[src/rtl/keypad_pkg.sv]
// Shared types and the note table for the keypad tone decoder.
// Half-period table entries are 10 MHz clock counts for octave 0 (C4..C5).
package keypad_pkg;

    typedef enum logic [1:0] {
        IDLE    = 2'd0,
        PLAY    = 2'd1,
        SUSTAIN = 2'd2
    } state_t;

    localparam logic [3:0] KEY_NONE = 4'hF;
    localparam logic [3:0] KEY_MAX  = 4'd12;
    localparam int         TABLE_W  = 16;

    localparam logic [TABLE_W-1:0] NOTE_HALF [0:12] = '{
        16'd19111, 16'd18039, 16'd17026, 16'd16071, 16'd15169,
        16'd14317, 16'd13514, 16'd12755, 16'd12039, 16'd11364,
        16'd10726, 16'd10124, 16'd9556
    };

    // Half-period for a keycode; codes past the table give 0 (silence).
    function automatic logic [TABLE_W-1:0] note_half(input logic [3:0] key);
        logic [TABLE_W-1:0] h;
        h = '0;
        if (key <= KEY_MAX) begin
            h = NOTE_HALF[key];
        end
        return h;
    endfunction

endpackage

[src/rtl/tone_counter.sv]
// Loadable half-period down-counter that reloads at zero and toggles the wave.
// The wave output flop is gated by the mute value that takes effect on the
// same edge, so muting never disturbs the running phase.
import keypad_pkg::*;

module tone_counter #(
    parameter int CNT_W = 16
) (
    input  logic             clk,
    input  logic             rst,
    input  logic             load,
    input  logic             clear,
    input  logic             run,
    input  logic             mute,
    input  logic [CNT_W-1:0] reload,
    output logic             wave
);

    logic [CNT_W-1:0] count;
    logic [CNT_W-1:0] count_next;
    logic             phase;
    logic             phase_next;

    // Next count and phase: clear wins over load, load wins over the countdown
    always_comb begin
        count_next = count;
        phase_next = phase;
        if (clear) begin
            count_next = '0;
            phase_next = 1'b0;
        end else if (load) begin
            count_next = reload;
            phase_next = 1'b0;
        end else if (run) begin
            if (count == '0) begin
                count_next = reload;
                phase_next = ~phase;
            end else begin
                count_next = count - CNT_W'(1);
            end
        end
    end

    // Counter, phase and the mute-gated wave output register
    always_ff @(posedge clk or posedge rst) begin
        if (rst) begin
            count <= '0;
            phase <= 1'b0;
            wave  <= 1'b0;
        end else begin
            count <= count_next;
            phase <= phase_next;
            wave  <= phase_next & ~mute;
        end
    end

endmodule

[src/rtl/keypad_decoder.sv]
// Keypad tone decoder: turns a note keycode plus mode/sound pulses into a
// square-wave tone with a 4-step octave shift and a mute toggle.
// Optional release sustain is enabled with the KEYPAD_DECODER_SUSTAIN_EN macro.
import keypad_pkg::*;

module keypad_decoder #(
    parameter int          CNT_W          = 16,
    parameter logic [1:0]  OCT_RESET      = 2'd0,
    parameter int unsigned SUSTAIN_CYCLES = 2000000
) (
    input  logic       clk,
    input  logic       rst,
    input  logic [3:0] keycode,
    input  logic       mode_edge,
    input  logic       sound_edge,
    output logic       wave,
    output logic       note_active,
    output logic [1:0] octave,
    output logic       muted
);

    state_t           state;
    state_t           state_next;
    logic             key_valid;
    logic [3:0]       key_eff;
    logic [CNT_W-1:0] half;
    logic [CNT_W-1:0] reload;
    logic [1:0]       octave_next;
    logic             muted_next;
    logic             load;
    logic             clear;
    logic             run;

    assign key_valid   = (keycode <= KEY_MAX);
    assign key_eff     = key_valid ? keycode : KEY_NONE;
    assign half        = CNT_W'(note_half(key_eff)) >> octave;
    assign octave_next = octave + 2'(mode_edge);
    assign muted_next  = muted ^ sound_edge;

`ifdef KEYPAD_DECODER_SUSTAIN_EN
    logic [31:0]      sus_cnt;
    logic [31:0]      sus_cnt_next;
    logic [CNT_W-1:0] held_half;

    // While no key is down the reload keeps using the last played pitch
    assign reload = (key_valid ? half : held_half) - CNT_W'(1);

    // Remember the latest valid half-period and the sustain count
    always_ff @(posedge clk or posedge rst) begin
        if (rst) begin
            held_half <= '0;
            sus_cnt   <= '0;
        end else begin
            if (key_valid) begin
                held_half <= half;
            end
            sus_cnt <= sus_cnt_next;
        end
    end
`else
    assign reload = half - CNT_W'(1);
`endif

    // Next-state decode and counter control for the note FSM
    always_comb begin
        state_next = state;
        load       = 1'b0;
        clear      = 1'b0;
        run        = 1'b0;
`ifdef KEYPAD_DECODER_SUSTAIN_EN
        sus_cnt_next = '0;
`endif
        case (state)
            IDLE: begin
                if (key_valid) begin
                    state_next = PLAY;
                    load       = 1'b1;
                end else begin
                    clear = 1'b1;
                end
            end
            PLAY: begin
                if (key_valid) begin
                    run = 1'b1;
                end else begin
`ifdef KEYPAD_DECODER_SUSTAIN_EN
                    state_next = SUSTAIN;
                    run        = 1'b1;
`else
                    state_next = IDLE;
                    clear      = 1'b1;
`endif
                end
            end
`ifdef KEYPAD_DECODER_SUSTAIN_EN
            SUSTAIN: begin
                if (key_valid) begin
                    state_next = PLAY;
                    run        = 1'b1;
                end else if (sus_cnt == 32'(SUSTAIN_CYCLES - 1)) begin
                    state_next = IDLE;
                    clear      = 1'b1;
                end else begin
                    run          = 1'b1;
                    sus_cnt_next = sus_cnt + 32'd1;
                end
            end
`endif
            default: begin
                state_next = IDLE;
                clear      = 1'b1;
            end
        endcase
    end

    // State, octave, mute and note_active registers
    always_ff @(posedge clk or posedge rst) begin
        if (rst) begin
            state       <= IDLE;
            octave      <= OCT_RESET;
            muted       <= 1'b0;
            note_active <= 1'b0;
        end else begin
            state       <= state_next;
            octave      <= octave_next;
            muted       <= muted_next;
            note_active <= (state_next != IDLE);
        end
    end

    tone_counter #(
        .CNT_W (CNT_W)
    ) u_tone (
        .clk    (clk),
        .rst    (rst),
        .load   (load),
        .clear  (clear),
        .run    (run),
        .mute   (muted_next),
        .reload (reload),
        .wave   (wave)
    );

endmodule

[config.mk]
export PLATFORM = sky130hd
export DESIGN_NAME = keypad_decoder
export DESIGN_NICKNAME = d
export VERILOG_FILES = /design/src/rtl/keypad_pkg.sv /design/src/rtl/tone_counter.sv /design/src/rtl/keypad_decoder.sv
export SDC_FILE = /design/constraint.sdc
export NUM_CORES = 1
export LEC_CHECK = 0
export BUFFER_PORTS_ARGS = -buffer_cell sky130_fd_sc_hd__buf_2
export CAP_MARGIN = 0
export CORE_AREA = 2 2 72 74
export DETAILED_ROUTE_END_ITERATION = 7
export DIE_AREA = 0 0 74 76
export PLACE_DENSITY = 0.78
export RECOVER_POWER = 100
export SLEW_MARGIN = 10
export SYNTH_ARGS = -nofsm -noshare
export SYNTH_HDL_FRONTEND = slang
export SYNTH_SLANG_ARGS = --single-unit
[constraint.sdc]
create_clock -name clk -period 4.2 [get_ports clk]
set_input_delay 0.21 -clock clk [delete_from_list [all_inputs] [get_ports clk]]
set_output_delay 0.21 -clock clk [all_outputs]
set_load 0.02 [all_outputs]
==> summary.md, run 1 <==
| Metric | Value |
|---|---|
| Status | `finished clean` |
| Main area contributors after synthesis | `dfrtp_1, ha_1, nor2_1` |
| Startpoint Class | `primary input` |
| Reg clk slew, reported paths | `90 ps` |
| CTS tree | `yes` |
| CP max stage cell | `nor4b_1` |
| Post-synthesis cell area | `2360 um^2` |
| RSZ-0062 raised after global routing | `false` |
| Num ports | `13` |
| Post-Synth XOR/XNOR Area | `0.0704` |
| Post-Route WL | `5290 um` |
| Max-cap violations | `0` |
| Non-Filler Instances | `361` |
| Clock Skew | `4.14 ps` |
| Crit path depth | `15` |
| Yosys top cell by area | `dfrtp_1` |
| Synth Area in Compound Gates | `0.263` |
| Kind of critical path | `primary input to flop` |
| WP data required | `4400 ps` |
| Crit Path Max Fanout | `29` |
| GRT Util Overall | `0.206` |
| Warnings, synthesis | `0` |
| Commonest cells in the netlist | `nor2_1, dfrtp_1, o21ai_0, nand2_1, a21oi_1` |
| Most frequent cell after synthesis | `nor2_1` |
| Mux share of post-synthesis cell area | `0.0588` |
| Max-slew violation count | `0` |
| Post-DR wirelength/cell | `14.6 um` |
| Ant. Diodes | `0` |
| Via count | `2156` |
| Flops & latches, synth | `24` |
| Worst Setup End Kind | `flop` |
| Power consumption | `1.71 mW` |
| Worst hold path class | `primary input to async pin` |
| FP Rows | `26` |
| Crit path max-delay family | `simple AND/OR/NAND/NOR gates` |
| Hold Vio Cnt, Final | `0` |
| Area Growth Syn to Fin | `4.08%` |
| Buf/Inv on CP | `2` |
| Rel. slew slack | `0.344` |
| Setup Viol. Count Final | `0` |
| Grt ovf | `0` |
| Layout Nets | `309` |
| Chip Height | `76 um` |
| # Post-CTS Setup Buffers | `0` |
| Placed wire-length estimate | `4010 um` |
| Terminus of the critical flop-to-flop path | `u_tone.count[12]` |
| Simple-Gate Fraction of Synth Area | `0.238` |
| Syn Nets | `309` |
| Mapped Avg Cell Area | `8.09 um^2` |
| Arrival @ worst endpoint | `3670 ps` |
| Delay of the slowest critical-path stage | `580 ps` |
| Static Leak | `1.06 nW` |
| Num CTS Buffers | `3` |
| Die span in x | `74 um` |
| Starting DRC count in detailed routing | `131` |
| Fraction of registers with async set/reset | `1.00` |
| Worst-Margin Slew | `975 ps` |
| Post-CTS sizing | `0` |
| Register area share after synthesis | `0.254` |
| Setup_tns | `0 ps` |
| Hold_buf cts | `0` |
| Main flop type after synthesis | `dfrtp_1` |
| Vias in the first global route | `2076` |
| Buffers added on ports | `12` |
| Clk_lat worst skew | `270 ps` |
| Tmin final | `3480 ps` |
| Post-DRT Antenna Nets | `0` |
| Layout cell share with drive strength beyond 1 | `0.0928` |
| Initial antenna violation count | `0` |
| Post-Synth Adder-Cell Area | `0.0477` |
| Cell Pwr Density | `694 nW/um^2` |
| Dpl cells | `357` |
| Core area | `4910 um^2` |
| Initial core utilization | `0.481` |
| Largest net degree at the start of global routing | `30` |
| Synth top area share | `0.254` |
| Syn Inst Count | `292` |
| Maximum clock insertion buffer count | `2` |
| Fmax | `0.287 GHz` |
| Distinct cells, synth | `61` |
| Die area | `5620 um^2` |
| CTS Sinks | `24` |
| Internal reg-to-reg setup slack | `810 ps` |
| Vias per inst | `5.97` |
| Routability cong. | `0.987` |
| Crit-path cells | `buf_2 -> o211a_1 -> nor2_1 -> ha_1 -> inv_1 -> o2bb2ai_1 -> mux2i_1 -> nor2_1 -> a21oi_1 -> ha_1 -> nor2b_1 -> a22oi_1 -> nor4b_1 -> nand2b_1 -> a31oi_1` |
| Filler cells | `479` |
| H-Tree Depth | `1` |
| Root buf cell | `clkbuf_8` |
| First drt pass iteration count | `4` |
| Main combinational cell family by area after synthesis | `compound AO/OA/AOI/OAI gates` |
| Remaining DRCs | `0` |
| R2r worst-path depth | `8` |
| Peak supply drop | `393 uV` |
| First-pass GRT wire length | `9380 um` |
| Tcrit/Tclk final | `0.828` |
| Worst reg2reg startpoint | `octave[1]` |
| Number of enable flip-flop cells after synthesis | `0` |
| Layout Utilization | `0.501` |
-- per-stage QoR --
stage               cell area [um^2]  hold WS, ps  worst slack (ps)
finish                          2460          120               722
global route                    2460          140               275
CTS                             2490          137               925
detailed placement              2420          431               650
global placement                2420          425               796
floorplan                       2360          225              1120
-- worst max-delay path by stage --
stage / start / end / slack, ps
6_report: keycode[2] / u_tone.count[12] / 720
5_1_grt: keycode[2] / u_tone.count[12] / 270
4_1_cts: keycode[2] / u_tone.count[6] / 920
3_5_place_dp: keycode[2] / u_tone.count[6] / 650
2_1_floorplan: keycode[3] / u_tone.count[6] / 1120
3_3_place_gp: keycode[2] / u_tone.count[6] / 800
-- per-layer routing --
metal | share of wire | wire [um] | vias up | global-route usage
li1 | - | - | 1047 | -
met1 | 0.43 | 2260 | 1033 | 0.273
met2 | 0.50 | 2630 | 59 | 0.329
met3 | 0.037 | 197 | 17 | 0.0317
met4 | 0.037 | 198 | 0 | 0.0891
met5 | 0 | 0 | - | 0
-- where the power goes --
group	switching [mW]	internal [mW]	total, mW
sequential	0.118	0.315	0.433
combinational	0.620	0.449	1.07
clock	0.0763	0.128	0.204
total	0.814	0.892	1.71
-- flip-flops by register name, indices dropped and copies added (netlist names) --
signal / count
muted: 1
u_tone.wave: 1
u_tone.phase: 1
u_tone.count: 16
octave: 2
state: 2
note_active: 1
-- worst register-to-register path, cell delays in order, from the launching register on --
cell      delay (ps)
dfrtp_1          850
clkinv_1         620
a21oi_1          340
ha_1             230
nor2b_1          180
a22oi_1          160
nor4b_1          580
nand2b_1         170
a31oi_1          170
-- logic make-up (layout without fill, tap and decap cells) --
logic type | after synthesis | count (layout)
AOI/OAI and AO/OA | 89 | 89
xor gates and xnor gates | 19 | 19
adders and majority gates | 9 | 9
buffers and inverters | 32 | 31
muxes | 11 | 11
DFF | 24 | 24
other | 1 | 1
and+or+nand+nor | 107 | 107
-- cells in the final DEF (no fill, tap or decap), types with 2 or more instances in the layout --
| master | instances |
|---|---|
| a31oi_1 | 7 |
| o211a_1 | 3 |
| nor2_1 | 30 |
| nor4_1 | 3 |
| a21oi_1 | 17 |
| mux2_2 | 3 |
| nor3_1 | 9 |
| mux2i_1 | 6 |
| a311oi_1 | 2 |
| a21o_1 | 3 |
| clkbuf_1 | 6 |
| nand2b_1 | 10 |
| or3b_1 | 2 |
| o21a_1 | 2 |
| xor2_1 | 10 |
| o2bb2ai_1 | 2 |
| nor4b_1 | 2 |
| ha_1 | 9 |
| a211oi_2 | 2 |
| dfrtp_1 | 24 |
| nand3_1 | 6 |
| clkbuf_8 | 3 |
| a211oi_1 | 4 |
| a211o_1 | 2 |
| o31ai_1 | 4 |
| xnor2_1 | 9 |
| mux4_2 | 2 |
| inv_1 | 10 |
| nor2b_1 | 12 |
| clkinv_1 | 2 |
| buf_2 | 7 |
| o211ai_1 | 4 |
| nand2_1 | 20 |
| o21ai_0 | 21 |
| a221o_1 | 3 |
| and2_1 | 3 |
| or2_2 | 2 |
| a2bb2oi_1 | 2 |
-- cell type report --
cell class              instances  area (um^2)  area share
clock buffers                   3         41.3      0.0168
flip-flops and latches         24          601       0.244
inverters                      13         48.8      0.0198
repair buffers                 14         65.1      0.0265
clock inverters                 1         30.0      0.0122
well taps                      70         87.6      0.0356
multi-input cells             236         1590       0.645
Power figures use the tool's default switching activity.
==> run 2: changes to the inputs <==
--- a/config.mk
+++ b/config.mk
@@ -10,7 +10,7 @@
 export CORE_AREA = 2 2 72 74
 export DETAILED_ROUTE_END_ITERATION = 7
 export DIE_AREA = 0 0 74 76
-export PLACE_DENSITY = 0.78
+export PLACE_DENSITY = 0.81
 export RECOVER_POWER = 100
 export SLEW_MARGIN = 10
 export SYNTH_ARGS = -nofsm -noshare
==> constraint.sdc (replaced) <==
create_clock -name clk -period 3.2 [get_ports clk]
set_input_delay 0.16 -clock clk [delete_from_list [all_inputs] [get_ports clk]]
set_output_delay 0.16 -clock clk [all_outputs]
set_load 0.02 [all_outputs]
==> summary.md, run 2 (same netlist as run 1, synthesis figures left out) <==
| Metric | Value |
|---|---|
| Status | `finished clean` |
| Place WS | `24.5 ps` |
| Arrival @ worst endpoint | `3040 ps` |
| GRT Util Overall | `0.206` |
| First drt pass iteration count | `4` |
| Grt ovf | `0` |
| Crit Path Max Fanout | `12` |
| Routability cong. | `0.926` |
| Tmin final | `2920 ps` |
| Num ports | `13` |
| Hold_buf cts | `0` |
| FP Rows | `26` |
| Max-slew violation count | `0` |
| Clk_lat worst skew | `260 ps` |
| # Post-CTS Setup Buffers | `0` |
| Largest net degree at the start of global routing | `30` |
| Post-DRT Antenna Nets | `0` |
| Initial core utilization | `0.481` |
| Layout Nets | `319` |
| CTS Sinks | `24` |
| Starting DRC count in detailed routing | `105` |
| Area Growth Syn to Fin | `7.95%` |
| Peak supply drop | `350 uV` |
| Commonest non-fill, non-tap cell in the layout | `nor2_1` |
| Terminus of the critical flop-to-flop path | `u_tone.count[4]` |
| Dpl cells | `367` |
| Placed wire-length estimate | `4040 um` |
| WP data required | `3330 ps` |
| Cell Pwr Density | `901 nW/um^2` |
| Ant. Diodes | `0` |
| CTS tree | `yes` |
| Die span in x | `74 um` |
| Remaining DRCs | `0` |
| R2r worst-path depth | `10` |
| Worst-Margin Slew | `935 ps` |
| Post-Route WL | `5340 um` |
| Static Leak | `1.11 nW` |
| Chip Height | `76 um` |
| Num CTS Buffers | `3` |
| Vias in the first global route | `2028` |
| Internal reg-to-reg setup slack | `510 ps` |
| Clock Skew | `3.27 ps` |
| First-pass GRT wire length | `9530 um` |
| Die area | `5620 um^2` |
| Reg clk slew, reported paths | `80 ps` |
| Rel. slew slack | `0.377` |
| Worst Setup End Kind | `flop` |
| Max-cap violations | `0` |
| Commonest cells after routing, fill and taps aside | `nor2_1, dfrtp_1, o21ai_0` |
| Worst hold path class | `primary input to async pin` |
| Top flop regs | `u_tone.count: 16 flops, octave: 2 flops, state: 2 flops` |
| Maximum clock insertion buffer count | `2` |
| Tcrit/Tclk final | `0.911` |
| Kind of critical path | `primary input to flop` |
| Initial antenna violation count | `0` |
| Largest register by flop count | `u_tone.count` |
| Non-Filler Instances | `371` |
| RSZ-0062 raised after global routing | `false` |
| Setup_tns | `0 ps` |
| Setup Viol. Count Final | `0` |
| H-Tree Depth | `1` |
| Setup WS post-layout | `283 ps` |
| Vias per inst | `5.78` |
| Fmax | `0.343 GHz` |
| Post-DR wirelength/cell | `14.4 um` |
| Layout cell share with drive strength beyond 1 | `0.130` |
| Hold Vio Cnt, Final | `0` |
| Core area | `4910 um^2` |
| Root buf cell | `clkbuf_8` |
| Startpoint Class | `primary input` |
| Worst reg2reg startpoint | `octave[0]` |
| Max reg flops | `16` |
| Via count | `2146` |
| Buffers added on ports | `12` |
-- run 2: final cells by class --
| type | instances | area [um^2] |
|---|---|---|
| clock buffer | 3 | 41.3 |
| multi-input combinational | 236 | 1610 |
| inverter | 13 | 48.8 |
| tap | 70 | 87.6 |
| clock inverter | 1 | 30.0 |
| sequential | 24 | 601 |
| timing repair buffer | 24 | 134 |
| fill | 462 | 2360 |
-- run 2: stage by stage --
step	utilization	hold WS (ps)	instance area (um^2)	total power [mW]
3_5_place_dp	0.508	375	2500	2.02
6_report	0.519	71.5	2550	2.30
5_1_grt	0.519	80.4	2550	2.51
4_1_cts	0.523	91.5	2570	2.30
2_1_floorplan	-	175	2360	1.72
3_3_place_gp	0.508	373	2500	1.98
-- run 2: layer usage --
| layer | vias up | track usage | routed length, um |
|---|---|---|---|
| met5 | - | 0 | 0 |
| met4 | 0 | 0.0655 | 27 |
| met3 | 2 | 0.0159 | 216 |
| met2 | 61 | 0.330 | 2580 |
| met1 | 1014 | 0.291 | 2520 |
| li1 | 1069 | - | - |
-- run 2: worst max-delay path: stages --
cell	delay, ps
buf_2	150
o211a_1	270
nor2_2	140
inv_1	100
ha_1	220
nand2b_1	70
o21ai_0	90
a311oi_1	450
mux2i_1	150
ha_1	260
nor2b_1	150
nor2b_1	190
or3b_2	420
o21ai_0	110
a21oi_1	110
-- run 2: what timing repair did --
action / 4_1_cts / 5_1_grt
hold endpoints to repair: 0 / 0
endpoints found under the setup margin: 0 / 4
resized for setup: 0 / 1
-- run 2: power breakdown --
part	total, mW	leakage [nW]	switching, mW	internal, mW
Combinational	1.52	0.767	0.901	0.623
Clock	0.263	0.0357	0.0964	0.167
Sequential	0.509	0.312	0.0937	0.415
-- run 2: worst max path at each step --
stage                    start              end  slack [ps]  depth (start not counted)
floorplan           keycode[3]  u_tone.count[6]         170                         18
global placement    keycode[0]  u_tone.count[4]          40                         15
detailed placement  keycode[0]  u_tone.count[6]          20                         16
CTS                 keycode[0]  u_tone.count[6]         280                         16
global route        keycode[0]  u_tone.count[6]          30                         16
finish              keycode[0]  u_tone.count[4]         280                         15
